--- src/rtl/video_dram_readout_sequencer.sv ---
// Video DRAM readout sequencer: an 8-clock slot either fetches one byte per plane
// (RAS/CAS on a multiplexed row/column address) or does two RAS-only refreshes during blanking.
module video_dram_readout_sequencer (
    input  logic        clk,
    input  logic        rst_al,
    input  logic [13:0] avax,
    input  logic [13:0] avbx,
    input  logic        blank_al,
    input  logic        flip,
    input  logic [7:0]  da_in,
    input  logic [7:0]  db_in,
    output logic [6:0]  ma,
    output logic        ras_a_al,
    output logic        cas_a_al,
    output logic        ras_b_al,
    output logic        cas_b_al,
    output logic        load_al,
    output logic        pix_a,
    output logic        pix_b
);

    // SLOT_NONE exists only before the first slot after reset: it loads zeros like
    // a refresh slot but must not advance the refresh counter.
    typedef enum logic [1:0] {SLOT_NONE, SLOT_VIDEO, SLOT_REFRESH} slot_e;

    logic [2:0] phase;
    slot_e      mode;
    logic [6:0] col_a;
    logic [13:0] addr_b;
    logic [6:0] ref_cnt;
    logic [6:0] ref_inc;
    logic [6:0] ref_next;
    logic [7:0] da_lat;
    logic [7:0] sr_a;
    logic [7:0] sr_b;
    logic       flip_lat;

    assign ref_inc  = ref_cnt + 7'd1;
    // The second RAS-only cycle of a refresh slot ends at the next phase 0.
    assign ref_next = (mode == SLOT_REFRESH) ? ref_inc : ref_cnt;

    assign pix_a = flip_lat ? sr_a[0] : sr_a[7];
    assign pix_b = flip_lat ? sr_b[0] : sr_b[7];

    always_ff @(posedge clk or negedge rst_al) begin
        if (!rst_al) begin
            phase    <= 3'd0;
            mode     <= SLOT_NONE;
            col_a    <= 7'd0;
            addr_b   <= 14'd0;
            ref_cnt  <= 7'd0;
            da_lat   <= 8'd0;
            sr_a     <= 8'd0;
            sr_b     <= 8'd0;
            flip_lat <= 1'b0;
            ma       <= 7'd0;
            ras_a_al <= 1'b1;
            cas_a_al <= 1'b1;
            ras_b_al <= 1'b1;
            cas_b_al <= 1'b1;
            load_al  <= 1'b1;
        end else begin
            // NOTE: every register here uses <= so all phase decisions see the pre-edge state.
            phase <= phase + 3'd1;
            if (phase == 3'd0) begin
                col_a    <= avax[13:7];
                addr_b   <= avbx;
                mode     <= blank_al ? SLOT_VIDEO : SLOT_REFRESH;
                ref_cnt  <= ref_next;
                ma       <= blank_al ? avax[6:0] : ref_next;
                ras_a_al <= 1'b1;
                cas_a_al <= 1'b1;
                ras_b_al <= 1'b1;
                cas_b_al <= 1'b1;
                load_al  <= 1'b0;
                if (mode == SLOT_VIDEO) begin
                    sr_a     <= da_lat;
                    sr_b     <= db_in;
                    flip_lat <= flip;
                end else begin
                    sr_a <= 8'd0;
                    sr_b <= 8'd0;
                end
            end else begin
                load_al <= 1'b1;
                if (flip_lat) begin
                    sr_a <= {1'b0, sr_a[7:1]};
                    sr_b <= {1'b0, sr_b[7:1]};
                end else begin
                    sr_a <= {sr_a[6:0], 1'b0};
                    sr_b <= {sr_b[6:0], 1'b0};
                end
                if (mode == SLOT_VIDEO) begin
                    case (phase)
                        3'd1: ras_a_al <= 1'b0;
                        3'd2: ma <= col_a;
                        3'd3: cas_a_al <= 1'b0;
                        3'd4: begin
                            da_lat   <= da_in;
                            ras_a_al <= 1'b1;
                            cas_a_al <= 1'b1;
                            ma       <= addr_b[6:0];
                        end
                        3'd5: ras_b_al <= 1'b0;
                        3'd6: ma <= addr_b[13:7];
                        3'd7: cas_b_al <= 1'b0;
                        default: ;
                    endcase
                end else if (mode == SLOT_REFRESH) begin
                    case (phase)
                        3'd1, 3'd5: begin
                            ras_a_al <= 1'b0;
                            ras_b_al <= 1'b0;
                        end
                        3'd4: begin
                            ras_a_al <= 1'b1;
                            ras_b_al <= 1'b1;
                            ref_cnt  <= ref_inc;
                            ma       <= ref_inc;
                        end
                        default: ;
                    endcase
                end
            end
        end
    end

endmodule

--- config.mk ---
export PLATFORM = sky130hd
export DESIGN_NAME = video_dram_readout_sequencer
export DESIGN_NICKNAME = d
export VERILOG_FILES = /design/src/rtl/video_dram_readout_sequencer.sv
export SDC_FILE = /design/constraint.sdc
export NUM_CORES = 1
export LEC_CHECK = 0
export CORE_MARGIN = 2
export CORE_UTILIZATION = 35
export DETAILED_ROUTE_END_ITERATION = 16
export SYNTH_ARGS = -nofsm -noshare
export SYNTH_HDL_FRONTEND = slang
export SYNTH_SLANG_ARGS = --single-unit
--- constraint.sdc ---
create_clock -name clk -period 4.92 [get_ports clk]
set_clock_uncertainty 0.2 [all_clocks]
set_input_delay 0.738 -clock clk [delete_from_list [all_inputs] [get_ports clk]]
set_output_delay 0.738 -clock clk [all_outputs]
set_load 0.05 [all_outputs]
==> flow_metrics.py <==
metrics = {
    "clocking": {
        "holdBufCountCts": 0,
        "cts_buffers": 9,
        "cts_setup_buffers": 0,
        "htreeDepth": 3,
        "clkTransAtPathRegs_ns": 0.08,
        "cts_root_buf": "clkbuf_8",
        "cts.repair.resized": 0,
        "cts.sink_count": 70,
        "cts_buffer_depth": 2,
        "cts_tree": "built",
        "clk_latency_ns": 0.34,
    },
    "floorplan": {
        "core_um2": 9730,
        "initial_core_util_pct": 35.9,
        "die_x_um": 104,
        "rows": 36,
        "dieArea_um2": 10800,
        "die_h_um": 104,
        "ios": 62,
    },
    "critical_path": {
        "critPathMaxStageDelay_ns": 0.85,
        "path_class": "reg2out",
        "endpoint_kind": "output pin",
        "path_max_fanout": 17,
        "crit_slowest_cell": "dfrtp_1",
        "start_kind": "flop",
        "required_ns": 3.98,
        "arrival_ns": 2.31,
        "cp_cell_sequence": "mux2_2, clkdlybuf4s50_1",
    },
    "yosys": {
        "ys_seq_elements": 70,
        "synth_area_um2": 3490,
        "synth_cell_type_count": 48,
        "avgSynthCellArea_um2": 10.1,
        "yosysWarnings": 0,
        "syn_nets": 400,
        "syn_inst": 346,
        "yosysSeqAreaShare_pct": 50.4,
    },
    "grt": {
        "grt_antenna_before_repair": 0,
        "grtUsageMet2_pct": 22.7,
        "first_global_vias": 2633,
        "grt.overflow.total": 0,
        "use_met1_pct": 21.1,
        "grt_pass1_wl_um": 13000,
        "busiest_layer": "met2",
        "use_met3_pct": 3.26,
        "grt.total_usage_pct": 15.0,
        "grt_max_degree": 45,
    },
    "drt": {
        "via_per_inst": 4.79,
        "drcViolationCount": 0,
        "wl_per_cell_um": 14.3,
        "routed_wl_um": 7670,
        "num_vias": 2574,
        "drt-initial-drc-count": 115,
        "first_pass_iters": 5,
        "drtAntennaViolNets": 0,
    },
    "layout": {
        "area_growth_pct": 25.1,
        "final_cells": 537,
        "n_antenna_cell": 0,
        "drive_above_1_share_pct": 10.9,
        "fin_util_pct": 44.9,
        "post-route-cell-area_um2": 4370,
        "finalNetCount": 453,
    },
    "sta": {
        "fin_tns_setup_ns": 0,
        "finalCriticalPeriod_ns": 3.25,
        "rsz0062_at_grt": "false",
        "fin_ws_ns": 1.67,
        "maxSlewHeadroom_pct": 47.6,
        "timing.hold.ws_ns": 0.243,
        "finalSetupViolCount": 0,
        "tightest_slew_ns": 0.786,
        "slew_violations": 0,
        "period_share_pct": 66.0,
        "finalHoldViolCount": 0,
        "max_freq_mhz": 308,
    },
    "power": {
        "total_power_mw": 1.43,
        "cellLeakagePower_nw": 1.92,
        "peakVddDrop_v": 0.000137,
        "powerDensity_nw_per_um2": 328,
    },
    "placed_design": {
        "place_congestion": 0.799,
        "hpwl_um": 5510,
        "dpl_cell_area_um2": 4150,
        "numPortBuffers": 61,
        "dp_worst_setup_slack_ns": 1.74,
        "dp.cells": 521,
    },
    "status": {
        "status": "finished, final reports clean",
    },
    "flow_run": {
        "max_cap_violations": 0,
    },
    "min_path": {
        "hold_class": "in2async",
    },
}
[sequential cells by signal, indices dropped and copies added (netlist names)]
name      cells
addr_b       14
cas_a_al      1
cas_b_al      1
col_a         7
da_lat        8
flip_lat      1
load_al       1
ma            7
mode          2
phase         3
ras_a_al      1
ras_b_al      1
ref_cnt       7
sr_a          8
sr_b          8
[cell usage in the layout, fill, tap and decap left out, types with 4 or more instances in the layout]
cell type and instances:
a32o_1 4, inv_1 6, xnor2_1 6, clkbuf_8 9, mux2_1 9, a221oi_1 4, nor2_1 7, nand2_1 92
nor2b_1 5, nand3_1 8, o21ai_0 16, ha_1 6, clkdlybuf4s50_1 60, mux2i_1 14, xor2_1 9, a21oi_1 5
dfrtp_1 65, o21ai_1 18, dfstp_2 5
[worst paths after layout]
path / startpoint / endpoint / slack, ns / cells past startpoint
worst min register to register: col_a[2]$_DFFE_PN0N_ / col_a[2]$_DFFE_PN0N_ / 0.28 / 2
min in group clk: col_a[2]$_DFFE_PN0N_ / col_a[2]$_DFFE_PN0N_ / 0.28 / 2
worst min-delay path: rst_al / da_lat[5]$_DFFE_PN0P_ / 0.24 / 1
worst max register to register: phase[0]$_DFF_PN0_ / ma[6]$_DFFE_PN0P_ / 1.75 / 9
worst max-delay path: flip_lat$_DFFE_PN0P_ / pix_a / 1.67 / 2
max in group asynchronous: rst_al / ras_b_al$_DFFE_PN1P_ / 3.28 / 2
[cells in the mapped netlist (all sizes together)]
cell     count  share of area, %
mux2        11               3.5
nand4        1              0.18
o21ai       34               4.9
a21oi        8               1.5
clkbuf       3              0.32
dfrtp       65                47
and2b        1              0.29
nor3         4              0.86
a32o         4               1.1
nand2       93                10
ha           6               2.2
nand3b       1              0.22
o221ai       1              0.25
buf         17               3.0
a31oi        2              0.36
nand2b       5               1.0
and3         2              0.36
nand3       10               1.9
nor2        10               2.1
dfstp        5               3.8
o211ai       1              0.61
xor2         9               2.3
o22ai        2              0.36
o311a        2              0.57
o21a         3              0.65
inv          8              0.93
o2bb2ai      2              0.50
a22oi        3              0.65
xnor2        6               1.5
nor2b        5              0.90
mux2i       14               4.0
a221oi       7               2.3
a21boi       1              0.22
[final cells by class]
type / count / area [µm²]
Sequential cell: 70 / 1760
Clock buffer: 10 / 128
Multi-Input combinational cell: 248 / 1580
Fill cell: 958 / 5360
Clock inverter: 6 / 86.3
Timing Repair Buffer: 62 / 613
Inverter: 8 / 32.5
Tap cell: 133 / 166
[per-layer routing]
metal | share of wire (%) | routed length, µm
met2 | 45 | 3420
met4 | 1.6 | 124
met1 | 50 | 3840
met3 | 3.6 | 277
met5 | 0 | 0
[logic make-up after synthesis]
family,share of synthesized area (%)
AND/OR/NAND/NOR,17.9
XOR/XNOR,3.76
AO/OA/AOI/OAI,13.9
multiplexers,7.57
adder cells (fa/ha/maj),2.15
buffers and inverters,4.27
flip-flops,50.4
[report_power, final]
part	total, mW	internal [mW]	switching [mW]
logic	0.252	0.123	0.129
clock network	0.500	0.285	0.216
registers	0.681	0.624	0.0572
[critical path: cells and delay by family (launching register included)]
| family | cells | cell delay [ns] |
|---|---|---|
| buf+inv | 1 | 0.70 |
| mux | 1 | 0.41 |
| flops | 1 | 0.85 |
No activity file was read; power rests on OpenSTA's default activity.
